`src/rtl/usbfs_endp_in_buf.sv`:
```
// Buffered USB full-speed IN endpoint: packs an upstream byte stream into one packet
// buffer and holds it until the host ACKs it. Also manages the DATA0/1 toggle, ZLPs and halt.
module usbfs_endp_in_buf #(
  parameter int MAX_PKT      = 8,
  parameter int FLUSH_CYCLES = 0,
  parameter int ZLP_EN       = 1,
  localparam int IDX_W       = (MAX_PKT > 1) ? $clog2(MAX_PKT) : 1,
  localparam int NBYTES_W    = $clog2(MAX_PKT + 1)
) (
  input  logic                i_clk,
  input  logic                i_rst,
  output logic                o_ready,
  input  logic                i_valid,
  input  logic [7:0]          i_data,
  input  logic                i_last,
  input  logic                i_etReady,
  output logic                o_etValid,
  output logic                o_etStall,
  output logic                o_etDataPid,
  output logic [NBYTES_W-1:0] o_etNBytes,
  input  logic [IDX_W-1:0]    i_etRdIdx,
  output logic [7:0]          o_etRdByte,
  input  logic                i_toggleClr,
  input  logic                i_haltSet,
  input  logic                i_haltClr
);

  localparam int IDLE_W = $clog2(FLUSH_CYCLES + 2);

  typedef enum logic [1:0] {S_FILL, S_SEALED, S_ZLP} state_e;

  state_e              state_q, state_d;
  logic [NBYTES_W-1:0] count_q, count_d;
  logic [IDLE_W-1:0]   idle_q, idle_d;
  logic                zlp_q, zlp_d;
  logic                tog_q, tog_d;
  logic                halt_q, halt_d;
  logic                wr_en;
  logic                ack;
  logic [7:0]          mem_q [MAX_PKT];
  logic [7:0]          rd_q;

  assign o_ready     = (state_q == S_FILL);
  assign o_etValid   = (state_q != S_FILL);
  assign o_etStall   = halt_q;
  assign o_etDataPid = tog_q;
  assign o_etNBytes  = (state_q == S_SEALED) ? count_q : '0;
  assign o_etRdByte  = rd_q;

  // A halted endpoint answers with STALL, so an ACK can never be seen.
  assign ack = i_etReady && o_etValid && !halt_q;

  always_comb begin
    state_d = state_q;
    count_d = count_q;
    idle_d  = idle_q;
    zlp_d   = zlp_q;
    wr_en   = 1'b0;
    unique case (state_q)
      S_FILL: begin
        if (i_valid) begin
          wr_en   = 1'b1;
          count_d = count_q + NBYTES_W'(1);
          idle_d  = '0;
          if (count_d == NBYTES_W'(MAX_PKT) || i_last) begin
            state_d = S_SEALED;
            zlp_d   = i_last && (count_d == NBYTES_W'(MAX_PKT)) && (ZLP_EN != 0);
          end
        end else if (count_q != '0) begin
          if (idle_q == IDLE_W'(FLUSH_CYCLES)) begin
            state_d = S_SEALED;
            idle_d  = '0;
          end else begin
            idle_d = idle_q + IDLE_W'(1);
          end
        end
      end
      S_SEALED: begin
        if (ack) begin
          count_d = '0;
          state_d = zlp_q ? S_ZLP : S_FILL;
        end
      end
      S_ZLP: begin
        if (ack) begin
          zlp_d   = 1'b0;
          state_d = S_FILL;
        end
      end
      default: state_d = S_FILL;
    endcase
  end

  always_comb begin
    tog_d = tog_q;
    if (i_toggleClr || i_haltClr) tog_d = 1'b0;
    else if (ack)                 tog_d = ~tog_q;
    halt_d = halt_q;
    if (i_haltSet)      halt_d = 1'b1;
    else if (i_haltClr) halt_d = 1'b0;
  end

  always_ff @(posedge i_clk) begin
    if (i_rst) begin
      state_q <= S_FILL;
      count_q <= '0;
      idle_q  <= '0;
      zlp_q   <= 1'b0;
      tog_q   <= 1'b0;
      halt_q  <= 1'b0;
    end else begin
      state_q <= state_d;
      count_q <= count_d;
      idle_q  <= idle_d;
      zlp_q   <= zlp_d;
      tog_q   <= tog_d;
      halt_q  <= halt_d;
    end
  end

  // Packet storage is deliberately not reset; count alone defines validity.
  always_ff @(posedge i_clk) begin
    if (wr_en) mem_q[count_q[IDX_W-1:0]] <= i_data;
  end

  always_ff @(posedge i_clk) begin
    if (i_rst)                          rd_q <= 8'h00;
    else if (int'(i_etRdIdx) < MAX_PKT) rd_q <= mem_q[i_etRdIdx];
    else                                rd_q <= 8'h00;
  end

endmodule

```
`config.mk`:
```
export PLATFORM = sky130hd
export DESIGN_NAME = usbfs_endp_in_buf
export DESIGN_NICKNAME = d
export VERILOG_FILES = /design/src/rtl/usbfs_endp_in_buf.sv
export SDC_FILE = /design/constraint.sdc
export NUM_CORES = 1
export LEC_CHECK = 0
export CORE_ASPECT_RATIO = 0.5
export CORE_UTILIZATION = 62
export CTS_BUF_LIST = sky130_fd_sc_hd__clkbuf_8
export DETAILED_ROUTE_END_ITERATION = 16
export PLACE_DENSITY = 0.86
export RECOVER_POWER = 100
export SYNTH_ARGS = -nofsm -noshare
export SYNTH_HDL_FRONTEND = slang
export SYNTH_SLANG_ARGS = --single-unit
```
`constraint.sdc`:
```
create_clock -name i_clk -period 5.65 [get_ports i_clk]
set_input_delay 0.8475 -clock i_clk [delete_from_list [all_inputs] [get_ports i_clk]]
set_output_delay 0.8475 -clock i_clk [all_outputs]
set_load 0.03 [all_outputs]
```
==> metrics.txt, run 1 <==
status complete, no violations; top-area cell type share of the netlist area 58.74%; Final Power 1.166 mW; die height ~53 um; commonest non-fill, non-tap cell in the layout edfxtp_1; static leakage about 1.3 nW; die area between 5000 and 6000 um2; Yosys reg bits 81; Post-Layout Cell Count 302; crit-path max FO 11; share of cells above drive strength 1 11.21%; syn_area_per_cell 17.04 um2; Slew @ Worst Pin ~1.3 ns; vias in the first global route between 1500 and 2000; Crit path largest cell delay 1.09 ns; CP startpoint i_valid; Syn Std Cell Area 3272 um2; die width 104.7 um; hold wc startpoint zlp_q; Layout Skew 0.01010 ns; setup violators final 0; CP Class input port to flip-flop; Hold WS ~0.5 ns; via count 1774; CTS hold repair buffers 0; fin crit period around 3 ns; worst hold path class flip-flop to flip-flop; MaxCap Viol Count 0; gpl congestion 0.8021; fin crit share 53.76%; final setup TNS 0 ns; final core utilization 75.93%; CORE AREA ~5000 um2; area leader, netlist edfxtp_1; maximum VDD drop 0.0001948 V; HPWL Detailed ~3.7 mm; Iter 0 DRT Violations 120; Switching Power 0.2637 mW; Final Slew Violations 0; Synth Net Count 213; WP buf/inv 1; maximum clock path buffer count 2; Routed Wire Length 6.009 mm; Async S/R FF share, synth 0%; reg2reg start state_q[1]; Peak Freq 329.2 MHz; sequential area share after synthesis 69.14%; unrepaired setup endpoints after global routing false; clk_lat worst skew between 0.3 and 0.4 ns; slowest cell on the critical path nor3_1; # diodes 0; most frequent cells in the layout edfxtp_1, dlygate4sd3_1, nor2_1; gr ovfl total 0; largest net degree at the start of global routing 18; vias per cell 5.874; GRT Total Usage 23.86%; clock share of power 34.0%; cell count after synthesis ~190; top post-synthesis cells by area edfxtp_1, dfxtp_1, mux4_2; synth unique cells 39; Post-DRT Antenna Nets 0; Reg power frac about 57%; Residual DRC 0; Post-CTS Setup Inserts 0; Final Hold Vio Count 0; power density over cell area 307.2 nW/um2; Startpoint Class input port; CTS H-tree depth 3; Req. time, crit path 5.59 ns; clk sink count 81; WL per Instance between 15 and 20 um; critical path, cell by cell dlygate4sd3_1 -> nand2_1 -> nor3_1; Worst-path clk slew 0.08 ns; EDFF count, synth 64; initial antenna violation count 0; IO Port Bufs 34; top_reg_cell synth edfxtp_1; post_cts resized 0; switching share of power 22.61%; Pint 0.9024 mW; synth-to-layout area growth 16.02%; Combinational Power Share 8.6%; CTS buffer count 9; Layout Nets between 200 and 250; initial core utilization approximately 65%; CP arrival 2.98 ns; placed cell count 286; CTS tree yes; clock root buffer master clkbuf_8; Row Count 18; crit end category flip-flop; critical path's top delay family simple AND/OR/NAND/NOR gates; Syn. warnings 0; DRT Pass-1 Iters 4; first-pass GRT wire length about 9.1 mm; Slew headroom 11.76%; total I/O pin count 35
synthesized netlist by cell type, types with 2 or more instances:
master	n
dfxtp_1	17
nor2_1	18
mux2i_1	8
ha_1	2
buf_2	5
nand2_1	7
mux4_1	6
inv_1	6
nor2b_1	2
buf_4	3
edfxtp_1	64
nor4_1	2
mux4_2	10
nand2b_1	2
a211oi_1	2
nor3_1	5
clkbuf_1	3
a21oi_1	6
and2_1	4
routing by layer:
metal  wire, um  track usage, %
met1       2438           29.64
met2       3076           40.84
met3        413           6.650
met4         81           9.624
met5          0               0
kinds of logic (layout without fill, tap and decap cells):
kind of cell | Yosys count | count (layout) | share of synthesized area (%)
and+or+nand+nor | 48 | 48 | 8.527
DFF | 81 | 81 | 69.14
muxes | 24 | 24 | 14.15
buffers and inverters | 19 | 59 | 3.441
xor gates and xnor gates | 1 | 1 | 0.2677
AOI/OAI and AO/OA | 17 | 17 | 3.709
adders and majority gates | 2 | 2 | 0.7647
worst paths after layout:
kind	slack, ns	depth (start not counted)	to
worst max-delay path	2.61	3	mem_q[2][2]
worst min-delay path	0.50	2	zlp_q
worst max register to register	3.35	3	mem_q[2][2]
worst min register to register	0.50	2	zlp_q
stage by stage:
stage                     instance area, um2  setup WS, ns
after floorplan                         3272         3.324
after global placement                  3632         2.421
after detailed placement                3632         2.348
after CTS                               3819         2.691
after global routing                    3796         2.431
final                                   3796         2.612
power by group through the flow:
stage	Sequential, mW	Clock [mW]	Combinational (mW)
5_1_grt	0.671	0.424	0.107
2_1_floorplan	0.686	0	0.0609
3_3_place_gp	0.681	0	0.102
6_report	0.669	0.397	0.0999
3_5_place_dp	0.683	0	0.105
4_1_cts	0.670	0.400	0.106
sequential cells by signal, summed over array words and instances, names as in the netlist:
signal and flops:
mem_q 64, zlp_q 1, state_q 2, o_etDataPid 1, count_q 4, o_etStall 1
o_etRdByte 8
cell type report:
class,instances,area [um2]
clock buffer,9,123.9
clock inverter,7,62.56
fill,315,1204
inverter,6,22.52
multi-input combinational,92,885.9
sequential,81,2262
tap,70,87.58
timing repair buffer,37,351.6
worst min-delay path, cell delays in order, from the launching register on:
cell and delay [ns]:
dfxtp_1 0.31, nor2_1 0.09, a211oi_1 0.05
No activity file was read; power rests on OpenSTA's default activity.
==> run 2: changes to the inputs <==
CORE_UTILIZATION = 52   (was 62)
PLACE_DENSITY = 0.77   (was 0.86)
clock period = 2.6 ns   (was 5.65 ns; I/O delays follow)
==> run 2 against run 1 <==
Net effect: final area up 1.1%; sequential share of layout area down 0.66 points; via count down 0.68%; non-clock buffer count up 7; critical path type is now flip-flop to output pin; critical endpoint is now o_etNBytes[0].
==> metrics.txt, run 2 (synthesis gave the netlist of run 1 again) <==
DRT Pass-1 Iters 4 (unchanged); CORE AREA 5777 um2 (+16%); most frequent cells in the layout edfxtp_1, dlygate4sd3_1, nor2_1; Post-CTS Setup Inserts 0 (unchanged); IO Port Bufs 34 (unchanged); WL per Instance 17.05 um (-14%); die height 58.09 um (+8.9%); critical path's top delay family buffers and inverters; die width 114.2 um (+9.0%); die area 6633 um2 (+19%); Hold WS 0.5122 ns (+0.01317 ns); CP Class flip-flop to output pin; Layout Skew 0.009651 ns (-0.0004487 ns); Req. time, crit path 2.21 ns (-3.38 ns); CTS buffer count 9 (unchanged); initial core utilization 56.64% (-8.8 points); MaxCap Viol Count 0 (unchanged); Slew headroom 44.74% (+33 points); # diodes 0 (unchanged); largest net degree at the start of global routing 18 (unchanged); fin crit share 92.66%; share of cells above drive strength 1 12.55% (+1.3 points); CTS tree yes; clk sink count 81 (unchanged); fillers 413 (+31%); flip-flop count of the largest register after layout 64 (unchanged); cell depth of the worst setup path 3 (unchanged); Pint 1.882 mW (+110%); GRT Total Usage 19.14% (-4.7 points); post_cts resized 0 (unchanged); Row Count 19 (+1); CP arrival 2.02 ns (-0.96 ns); switching share of power 24.16% (+1.6 points); CTS H-tree depth 3 (unchanged); synth-to-layout area growth 17.32%; maximum clock path buffer count 2 (unchanged); unrepaired setup endpoints after global routing false; initial antenna violation count 0 (unchanged); final core utilization 66.45% (-9.5 points); Slew @ Worst Pin 0.8262 ns (-0.4872 ns); power density over cell area 646.6 nW/um2 (+110%); hold path cells 2 (unchanged); Reg power frac 58.5% (+1.1 points); Routed Wire Length 5.508 mm (-8.3%); Post-DRT Antenna Nets 0 (unchanged); Iter 0 DRT Violations 89 (-26%); maximum VDD drop 0.0003162 V (+62%); clk_lat worst skew 0.35 ns (about the same); clock root buffer master clkbuf_8; Startpoint Class flip-flop; Final Power 2.482 mW (+110%); final setup TNS 0 ns (unchanged); via count 1762 (-0.68%); HPWL Detailed 3.504 mm (-5.9%); Final Slew Violations 0 (unchanged); vias in the first global route 1779 (+3.7%); worst hold path class flip-flop to flip-flop; WP buf/inv 1 (unchanged); setup violators final 0 (unchanged); hold wc startpoint zlp_q; worst reg-to-reg path cell count 4 (+1); Layout Nets 255 (+2.8%); commonest non-fill, non-tap cell in the layout edfxtp_1; crit-path max FO 9 (-2); static leakage 1.332 nW (-1.0%); Switching Power 0.5998 mW (+130%); total I/O pin count 35 (unchanged); Final Hold Vio Count 0 (unchanged); Peak Freq 415.1 MHz; critical path, cell by cell nor2b_1 -> and2_0 -> clkdlybuf4s50_1; slowest cell on the critical path clkdlybuf4s50_1; Residual DRC 0 (unchanged); status complete, no violations; first-pass GRT wire length 8.783 mm (-3.7%); vias per cell 5.455 (-7.1%); crit end category output pin; gpl congestion 0.8028 (about the same); CP startpoint state_q[0]; Worst-path clk slew 0.08 ns (about the same); fin crit period 2.409 ns; reg2reg start state_q[1]; clock share of power 32.7% (-1.3 points); CTS hold repair buffers 0 (unchanged); Combinational Power Share 8.8% (+0.2 points); Crit path largest cell delay 0.67 ns (-0.42 ns); gr ovfl total 0 (unchanged)
==> run 2: metrics by stage <==
step | instances | instance area [um2] | worst slack, ns
after global routing | 323 | 3839 | 0.01468
after detailed placement | 307 | 3702 | 0.3968
after global placement | 307 | 3702 | 0.5053
final | 323 | 3839 | 0.1908
after floorplan | 192 | 3272 | 0.5770
after CTS | 323 | 3882 | 0.1679
==> run 2: worst paths after layout <==
| kind | to | slack [ns] |
|---|---|---|
| max | o_etNBytes[0] | 0.19 |
| min reg2reg | zlp_q | 0.51 |
| min | zlp_q | 0.51 |
| max reg2reg | mem_q[0][2] | 0.74 |
==> run 2: worst reg2reg max path, cell delays in order (launching register included) <==
cell and delay, ns:
dfxtp_1 0.44, nor2_8 0.20, nand2_1 0.16, nor4_1 0.26
clkbuf_1 0.45
==> run 2: per-layer routing <==
metal	GRT usage, %	share of wire, %	up-vias
li1	-	-	836
met2	30.13	48	46
met3	7.427	5.8	7
met5	0	0	-
met1	24.96	45	873
met4	6.122	1.2	0
==> run 2: layout make-up <==
class                   count  area (um2)  area share, %
well taps                  84       105.1          2.738
inverters                   6       22.52         0.5867
multi-input cells          92       885.9          23.08
repair buffers             44       382.9          9.974
clock inverters             7       56.30          1.467
flip-flops and latches     81        2262          58.93
clock buffers               9       123.9          3.227
==> run 2: power by group through the flow <==
stage / combinational, mW / sequential, mW / clock, mW
6_report: 0.217 / 1.45 / 0.813
4_1_cts: 0.232 / 1.45 / 0.837
2_1_floorplan: 0.132 / 1.49 / 0
5_1_grt: 0.236 / 1.46 / 0.891
3_3_place_gp: 0.226 / 1.48 / 0
3_5_place_dp: 0.230 / 1.48 / 0
